**config.mk**
```make
export PLATFORM = sky130hd
export DESIGN_NAME = muldiv_unit_flat
export DESIGN_NICKNAME = d
export VERILOG_FILES = /design/src/rtl/muldiv_unit_pkg.sv /design/src/rtl/muldiv_unit_if.sv /design/src/rtl/muldiv_unit_div_step.sv /design/src/rtl/muldiv_unit.sv /design/src/flat_wrapper.sv
export SDC_FILE = /design/constraint.sdc
export NUM_CORES = 2
export LEC_CHECK = 0
export ABC_AREA = 1
export CORE_ASPECT_RATIO = 1.2
export CORE_MARGIN = 3
export CORE_UTILIZATION = 45
export DETAILED_ROUTE_END_ITERATION = 8
export GPL_ROUTABILITY_DRIVEN = 1
export PLACE_DENSITY = 0.75
export SETUP_SLACK_MARGIN = 0.02
export SLEW_MARGIN = 40
export SYNTH_ARGS = -nofsm -noshare
export SYNTH_HDL_FRONTEND = slang
export SYNTH_HIERARCHICAL = 1
export SYNTH_SLANG_ARGS = --single-unit
```
**constraint.sdc**
```tcl
create_clock -name clk -period 6 [get_ports clk]
set_input_delay 1.2 -clock clk [delete_from_list [all_inputs] [get_ports clk]]
set_output_delay 1.2 -clock clk [all_outputs]
set_load 0.03 [all_outputs]
```
**src/rtl/muldiv_unit_pkg.sv**
```systemverilog
// Shared definitions for the M-extension unit: op encodings, FSM states and a
// conditional two's-complement negate used for operand magnitudes and sign fix-up.
package muldiv_unit_pkg;

  localparam int MAX_XLEN = 64;

  typedef enum logic [2:0] {
    OP_MUL    = 3'd0,
    OP_MULH   = 3'd1,
    OP_MULHSU = 3'd2,
    OP_MULHU  = 3'd3,
    OP_DIV    = 3'd4,
    OP_DIVU   = 3'd5,
    OP_REM    = 3'd6,
    OP_REMU   = 3'd7
  } muldiv_op_e;

  typedef enum logic [1:0] {
    ST_IDLE,
    ST_MUL,
    ST_DIV,
    ST_DONE
  } muldiv_state_e;

  // Callers zero-extend into MAX_XLEN and truncate back; the low bits of a
  // two's-complement negate do not depend on the upper bits.
  function automatic logic [MAX_XLEN-1:0] cond_neg(input logic [MAX_XLEN-1:0] v,
                                                   input logic neg);
    return neg ? (~v + MAX_XLEN'(1)) : v;
  endfunction

endpackage

```
**src/rtl/muldiv_unit_if.sv**
```systemverilog
// Request/response bundle between the execute stage and the multiply/divide unit.
interface muldiv_unit_if #(
  parameter int XLEN = 32
);
  logic            flush;
  logic            in_valid;
  logic            in_ready;
  logic [2:0]      funct3;
  logic [XLEN-1:0] in1;
  logic [XLEN-1:0] in2;
  logic            out_valid;
  logic            out_ready;
  logic [XLEN-1:0] out;
  logic            busy;

  modport master (
    output flush, in_valid, funct3, in1, in2, out_ready,
    input  in_ready, out_valid, out, busy
  );

  modport slave (
    input  flush, in_valid, funct3, in1, in2, out_ready,
    output in_ready, out_valid, out, busy
  );
endinterface

```
**src/rtl/muldiv_unit_div_step.sv**
```systemverilog
// Combinational restoring-division step: retires DIV_BITS quotient bits, MSB first.
// quo_in carries the not-yet-consumed dividend bits; quotient bits shift in at the LSB.
module muldiv_div_step #(
  parameter int XLEN     = 32,
  parameter int DIV_BITS = 1
) (
  input  logic [XLEN-1:0] rem_in,
  input  logic [XLEN-1:0] quo_in,
  input  logic [XLEN-1:0] divisor,
  output logic [XLEN-1:0] rem_out,
  output logic [XLEN-1:0] quo_out
);
  logic [XLEN-1:0] rem_s [DIV_BITS+1];
  logic [XLEN-1:0] quo_s [DIV_BITS+1];

  assign rem_s[0] = rem_in;
  assign quo_s[0] = quo_in;

  for (genvar gi = 0; gi < DIV_BITS; gi++) begin : g_bit
    logic [XLEN:0] partial;
    logic [XLEN:0] diff;

    assign partial = {rem_s[gi], quo_s[gi][XLEN-1]};
    // Bit XLEN of diff is the borrow: set means the divisor did not fit.
    assign diff         = partial - {1'b0, divisor};
    assign rem_s[gi+1]  = diff[XLEN] ? partial[XLEN-1:0] : diff[XLEN-1:0];
    assign quo_s[gi+1]  = {quo_s[gi][XLEN-2:0], ~diff[XLEN]};
  end

  assign rem_out = rem_s[DIV_BITS];
  assign quo_out = quo_s[DIV_BITS];
endmodule

```
**src/rtl/muldiv_unit.sv**
```systemverilog
// Handshaked RV M-extension unit: fixed-latency multiply, iterative radix-2^DIV_BITS divide.
// One operation outstanding; flush or reset returns it to IDLE.
module muldiv_unit
  import muldiv_unit_pkg::*;
#(
  parameter int XLEN     = 32,
  parameter int DIV_BITS = 1,
  parameter int MUL_LAT  = 2
) (
  input logic          clk,
  input logic          rst,
  muldiv_unit_if.slave bus
);
  localparam int N_ITER = XLEN / DIV_BITS;
  localparam int CNT_W  = $clog2(N_ITER + MUL_LAT + 1);
  localparam int PIPE_D = (MUL_LAT > 1) ? MUL_LAT - 1 : 1;
  localparam logic [XLEN-1:0] MOST_NEG = {1'b1, {(XLEN-1){1'b0}}};

  muldiv_state_e   state_reg, state_next;
  logic [CNT_W-1:0] cnt_reg, cnt_next;
  logic [XLEN-1:0] out_reg, out_next;
  logic [XLEN-1:0] rem_reg, quo_reg, dvs_reg;
  logic            neg_q_reg, neg_r_reg, is_rem_reg;
  logic [XLEN-1:0] mul_pipe_reg [PIPE_D];

  muldiv_op_e      op;
  logic            accept;
  logic            sgn_a, sgn_b;
  logic [2*XLEN-1:0] mul_a, mul_b, prod;
  logic [XLEN-1:0] mul_now, mul_tail;
  logic            sgn_div, is_rem, div_zero, div_ovf, div_special;
  logic [XLEN-1:0] special_res, a_abs, b_abs;
  logic [XLEN-1:0] step_rem, step_quo, q_fix, r_fix;

  assign op     = muldiv_op_e'(bus.funct3);
  assign accept = (state_reg == ST_IDLE) && bus.in_valid && !bus.flush;

  // Multiply on XLEN+1-bit sign-extended operands, evaluated modulo 2^(2*XLEN).
  assign sgn_a   = ((op == OP_MULH) || (op == OP_MULHSU)) && bus.in1[XLEN-1];
  assign sgn_b   = (op == OP_MULH) && bus.in2[XLEN-1];
  assign mul_a   = {{XLEN{sgn_a}}, bus.in1};
  assign mul_b   = {{XLEN{sgn_b}}, bus.in2};
  assign prod    = mul_a * mul_b;
  assign mul_now = (op == OP_MUL) ? prod[XLEN-1:0] : prod[2*XLEN-1:XLEN];
  assign mul_tail = mul_pipe_reg[PIPE_D-1];

  assign sgn_div     = (op == OP_DIV) || (op == OP_REM);
  assign is_rem      = (op == OP_REM) || (op == OP_REMU);
  assign div_zero    = (bus.in2 == '0);
  assign div_ovf     = sgn_div && (bus.in1 == MOST_NEG) && (bus.in2 == '1);
  assign div_special = div_zero || div_ovf;
  assign special_res = is_rem ? (div_zero ? bus.in1 : '0) : (div_zero ? '1 : bus.in1);

  assign a_abs = XLEN'(cond_neg(MAX_XLEN'(bus.in1), sgn_div && bus.in1[XLEN-1]));
  assign b_abs = XLEN'(cond_neg(MAX_XLEN'(bus.in2), sgn_div && bus.in2[XLEN-1]));

  muldiv_div_step #(
    .XLEN     (XLEN),
    .DIV_BITS (DIV_BITS)
  ) u_div_step (
    .rem_in  (rem_reg),
    .quo_in  (quo_reg),
    .divisor (dvs_reg),
    .rem_out (step_rem),
    .quo_out (step_quo)
  );

  // Sign fix-up applied to the last step's output, folded into the DONE transition.
  assign q_fix = XLEN'(cond_neg(MAX_XLEN'(step_quo), neg_q_reg));
  assign r_fix = XLEN'(cond_neg(MAX_XLEN'(step_rem), neg_r_reg));

  always_comb begin
    state_next = state_reg;
    cnt_next   = cnt_reg;
    out_next   = out_reg;
    if (bus.flush) begin
      state_next = ST_IDLE;
    end else begin
      case (state_reg)
        ST_IDLE: begin
          if (bus.in_valid) begin
            if (!bus.funct3[2]) begin
              if (MUL_LAT == 1) begin
                state_next = ST_DONE;
                out_next   = mul_now;
              end else begin
                state_next = ST_MUL;
                cnt_next   = CNT_W'(MUL_LAT - 2);
              end
            end else if (div_special) begin
              state_next = ST_DONE;
              out_next   = special_res;
            end else begin
              state_next = ST_DIV;
              cnt_next   = CNT_W'(N_ITER - 1);
            end
          end
        end
        ST_MUL: begin
          if (cnt_reg == '0) begin
            state_next = ST_DONE;
            out_next   = mul_tail;
          end else begin
            cnt_next = cnt_reg - CNT_W'(1);
          end
        end
        ST_DIV: begin
          if (cnt_reg == '0) begin
            state_next = ST_DONE;
            out_next   = is_rem_reg ? r_fix : q_fix;
          end else begin
            cnt_next = cnt_reg - CNT_W'(1);
          end
        end
        ST_DONE: begin
          if (bus.out_ready) state_next = ST_IDLE;
        end
        default: state_next = ST_IDLE;
      endcase
    end
  end

  always_ff @(posedge clk or posedge rst) begin
    if (rst) begin
      state_reg <= ST_IDLE;
      cnt_reg   <= '0;
      out_reg   <= '0;
    end else begin
      state_reg <= state_next;
      cnt_reg   <= cnt_next;
      out_reg   <= out_next;
    end
  end

  always_ff @(posedge clk or posedge rst) begin
    if (rst) begin
      rem_reg    <= '0;
      quo_reg    <= '0;
      dvs_reg    <= '0;
      neg_q_reg  <= 1'b0;
      neg_r_reg  <= 1'b0;
      is_rem_reg <= 1'b0;
      for (int i = 0; i < PIPE_D; i++) mul_pipe_reg[i] <= '0;
    end else begin
      if (accept) begin
        rem_reg    <= '0;
        quo_reg    <= a_abs;
        dvs_reg    <= b_abs;
        neg_q_reg  <= sgn_div && (bus.in1[XLEN-1] ^ bus.in2[XLEN-1]);
        neg_r_reg  <= sgn_div && bus.in1[XLEN-1];
        is_rem_reg <= is_rem;
        mul_pipe_reg[0] <= mul_now;
      end else if (state_reg == ST_DIV) begin
        rem_reg <= step_rem;
        quo_reg <= step_quo;
      end
      for (int i = PIPE_D - 1; i > 0; i--) mul_pipe_reg[i] <= mul_pipe_reg[i-1];
    end
  end

  assign bus.in_ready  = (state_reg == ST_IDLE);
  assign bus.out_valid = (state_reg == ST_DONE);
  assign bus.busy      = (state_reg != ST_IDLE);
  assign bus.out       = out_reg;
endmodule
```
**src/flat_wrapper.sv**
```systemverilog
// flat-port wrapper written by rule: the top's interface ports become plain ports
module muldiv_unit_flat import muldiv_unit_pkg::*;
#(
  parameter int XLEN     = 32,
  parameter int DIV_BITS = 1,
  parameter int MUL_LAT  = 2
)
  (clk, rst, bus_flush, bus_in_valid, bus_funct3, bus_in1, bus_in2, bus_out_ready, bus_in_ready, bus_out_valid, bus_out, bus_busy);
  muldiv_unit_if #(.XLEN(XLEN)) bus_i ();
  input logic clk;
  input logic rst;
  input wire logic [$bits(bus_i.flush)-1:0] bus_flush;
  input wire logic [$bits(bus_i.in_valid)-1:0] bus_in_valid;
  input wire logic [$bits(bus_i.funct3)-1:0] bus_funct3;
  input wire logic [$bits(bus_i.in1)-1:0] bus_in1;
  input wire logic [$bits(bus_i.in2)-1:0] bus_in2;
  input wire logic [$bits(bus_i.out_ready)-1:0] bus_out_ready;
  output wire logic [$bits(bus_i.in_ready)-1:0] bus_in_ready;
  output wire logic [$bits(bus_i.out_valid)-1:0] bus_out_valid;
  output wire logic [$bits(bus_i.out)-1:0] bus_out;
  output wire logic [$bits(bus_i.busy)-1:0] bus_busy;
  assign bus_i.flush = bus_flush;
  assign bus_i.in_valid = bus_in_valid;
  assign bus_i.funct3 = bus_funct3;
  assign bus_i.in1 = bus_in1;
  assign bus_i.in2 = bus_in2;
  assign bus_i.out_ready = bus_out_ready;
  assign bus_in_ready = bus_i.in_ready;
  assign bus_out_valid = bus_i.out_valid;
  assign bus_out = bus_i.out;
  assign bus_busy = bus_i.busy;
  muldiv_unit #(.XLEN(XLEN), .DIV_BITS(DIV_BITS), .MUL_LAT(MUL_LAT)) u_core (.clk(clk), .rst(rst), .bus(bus_i));
endmodule
```
==> summary.txt <==
STA
  • Slew @ Worst Pin: 0.875 ns
  • Hold WS: 0.486 ns
  • # setup viols final: 32
  • Tcrit/Tclk final: 1.31
  • Pins over their slew limit: 0
  • Post-route worst setup slack: -1.87 ns
  • FMAX: 127 MHz
  • Unrepaired setup endpoints after global routing: true
  • Worst rel slew slack: 0.412
  • Fin. Hold Viols: 0
  • Fin crit period: 7.87 ns
  • Clk_skew: 0.0159 ns

Critical path
  • Critical setup path kind: in2reg
  • Crit path capture type: register
  • R2R depth: 26
  • Startpoint Class: input port
  • Arrival time worst endpoint: 8.27 ns
  • Reg2Reg Setup Slack: 1.00 ns
  • RR Startpoint: u_core/quo_reg[31]
  • CP max stage delay: 0.62 ns
  • CP max stage cell: fa_2
  • CP Max Fanout: 6
  • WP data required: 6.40 ns
  • FF-to-FF End: u_core/bus.out[22]
  • Cell mode on critical path: fa_1

Route
  • Detailed Route WL: 212 mm
  • Vias: 52390
  • First drt pass iteration count: 8
  • WL/cell: 21.4 µm
  • Initial DRC count: 4741
  • Vias/cell: 5.31
  • Residual DRC: 0
  • Post-DRT Antenna Nets: 0

Clock network
  • Clock Sinks: 171
  • Num CTS Buffers: 17
  • Cell chosen for the clock root: clkbuf_16
  • Clk slew on worst S/H paths: 0.07 ns
  • Worst-Skew Late Latency: 0.48 ns
  • Post-cts hold buffer count: 0
  • Bufs on Longest Clock Path: 2
  • H-tree depth: 4
  • CTS tree: done

Synthesis
  • Syn Inst Count: 7684
  • Register area share after synthesis: 0.0768
  • Area of the mapped netlist: 55700 µm²
  • Syn_area_per_cell: 7.25 µm²
  • #FFs+latches synth: 171
  • FFs w/ async S/R, synth: 1.00
  • EDFF count, synth: 0
  • YS warnings: 6
  • Synth unique cells: 56
  • Synth Flop Type: dfrtp_1
  • Syn Nets: 9138

Finish
  • Share of cells above drive strength 1: 0.183
  • Final core utilization: 0.556
  • Layout Nets: 9676
  • Layout fillers: 11245
  • Area Growth Syn to Fin: 21.9%

Place
  • GP Congestion: 1.02
  • Port Buffer Count: 106
  • Detailed placement HPWL: 174 mm
  • Pre-CTS WS: -3.10 ns

Min path
  • Hold Path Class: reg2reg
  • Hold path endpoint: u_core/bus.out[10]
  • Hold path cells: 2
  • Hold_sp: u_core/bus.out[10]

Floorplanning
  • Die ar.: 128000 µm²
  • FP Rows: 140
  • I/O pins: 107
  • Starting Density: 0.456
  • Die Width: 327 µm
  • Chip Height: 392 µm
  • Core box area: 122000 µm²

Global routing
  • Initial antenna violation count: 6
  • GRT Overall Usage: 0.332
  • First-pass GRT wire length: 323 mm
  • Largest net degree at the start of global routing: 85
  • Total gr overflow: 0
  • Vias in the first global route: 54774

Run status
  • Failing checks: negative setup slack
  • Status: finished with violations

Run
  • Max-cap violations: 0
-- cells in the final DEF, fill, tap and decap left out, types with 24 or more instances in the layout --
master	Yosys	layout
buf_4	38	669
fa_2	0	41
o21ai_1	5	24
nor2_4	2	67
xor2_1	73	73
ha_4	0	43
nand3_1	307	273
a21oi_1	208	148
a21oi_2	2	49
buf_6	8	57
dfrtp_1	171	170
nor3_1	53	36
nor2_1	421	309
o21ai_0	258	216
clkdlybuf4s50_1	0	39
fa_1	1126	1085
nand3_2	2	32
buf_12	0	89
nand2_4	2	36
nand2_2	11	64
nand2_1	2183	2090
inv_2	14	92
inv_1	1951	1849
nand4_1	53	53
ha_1	256	211
nor2_2	6	53
-- per-stage QoR --
stage | setup TNS [ns] | instance area [µm²] | cells
floorplan | -49.54 | 57300 | 7684
global placement | -90.86 | 63600 | 9718
detailed placement | -92.10 | 63600 | 9718
global route | -59.75 | 67900 | 9870
finish | -53.44 | 67900 | 9874
CTS | -53.65 | 66700 | 9834
-- cell usage after synthesis, types with 5 or more instances --
master    number  area [µm²]
nand2_1     2183        8190
nor3_1        53         265
dfrtp_1      171        4280
nor4_1        10        62.6
fa_1        1126       22500
clkbuf_1     209         785
buf_6          8        90.1
a22o_1        11        96.3
o211ai_1      13        97.6
o21bai_1      16         120
buf_4         38         285
maj3_1        15         150
nor2_2         6        37.5
a31oi_1       24         150
maj3_2        10         113
inv_2         14        52.6
buf_1        104         390
ha_1         256        3200
a21boi_0       6        45.0
xor2_1        73         639
o21ai_1        5        25.0
nand4_1       53         332
nand3_1      307        1540
inv_1       1951        7320
buf_2         33         165
nand3b_1      13        97.6
or2_2          9        56.3
o21ai_0      258        1290
nand2_2       11        68.8
a21oi_1      208        1040
nor3_2         5        50.1
nor2_1       421        1580
xnor2_1       15         131
-- logic make-up after synthesis --
logic type | share of synthesized area
buffers and inverters | 0.163
adder cells (fa/ha/maj) | 0.467
flip-flops | 0.0768
AND/OR/NAND/NOR | 0.224
AO/OA/AOI/OAI | 0.0550
XOR/XNOR | 0.0138
-- cell type report --
class,instances,area [µm²],share of cell area
Timing Repair Buffer,910,8610,0.127
Sequential cell,171,4280,0.0630
Tap cell,1633,2040,0.0301
Clock inverter,12,101,0.00149
Antenna cell,6,15.0,0.000221
Multi-Input combinational cell,5153,45000,0.662
Inverter,1969,7470,0.110
Clock buffer,20,457,0.00672
-- routing by layer --
metal / GRT usage / part of all wire / wire [µm] / vias to the layer above
li1: - / - / - / 23370
met1: 0.402 / 0.37 / 78900 / 25860
met2: 0.553 / 0.47 / 99700 / 2456
met3: 0.0533 / 0.073 / 15600 / 698
met4: 0.214 / 0.083 / 17500 / 6
met5: 0 / 0.00015 / 31 / -
-- worst max-delay path: cells and delay by family --
family          cells  cell delay, ns
simple gates        8            0.78
buf+inv            11            1.10
fa+ha+maj           9            4.63
compound gates      3            0.57
-- how the worst max path moves through the flow --
| stage | from | end | slack, ns |
|---|---|---|---|
| after CTS | bus_funct3[2] | u_core/mul_pipe_reg[25] | -1.86 |
| after global placement | bus_funct3[2] | u_core/mul_pipe_reg[13] | -3.06 |
| after floorplan | bus_funct3[2] | u_core/mul_pipe_reg[30] | -1.97 |
| after detailed placement | bus_funct3[2] | u_core/mul_pipe_reg[23] | -3.10 |
| after global routing | bus_funct3[2] | u_core/mul_pipe_reg[24] | -2.06 |
| final | bus_funct3[2] | u_core/mul_pipe_reg[26] | -1.87 |
-- repair_timing --
action | CTS | global route
cloned | 10 | 3
pin swaps | 212 | 192
setup buffers | 78 | 35
gates resized for setup | 543 | 263
setup endpoints to repair | 32 | 32
Power is not shown: default switching activity piles up to over one toggle a cycle in this logic, so the estimate is an artifact.
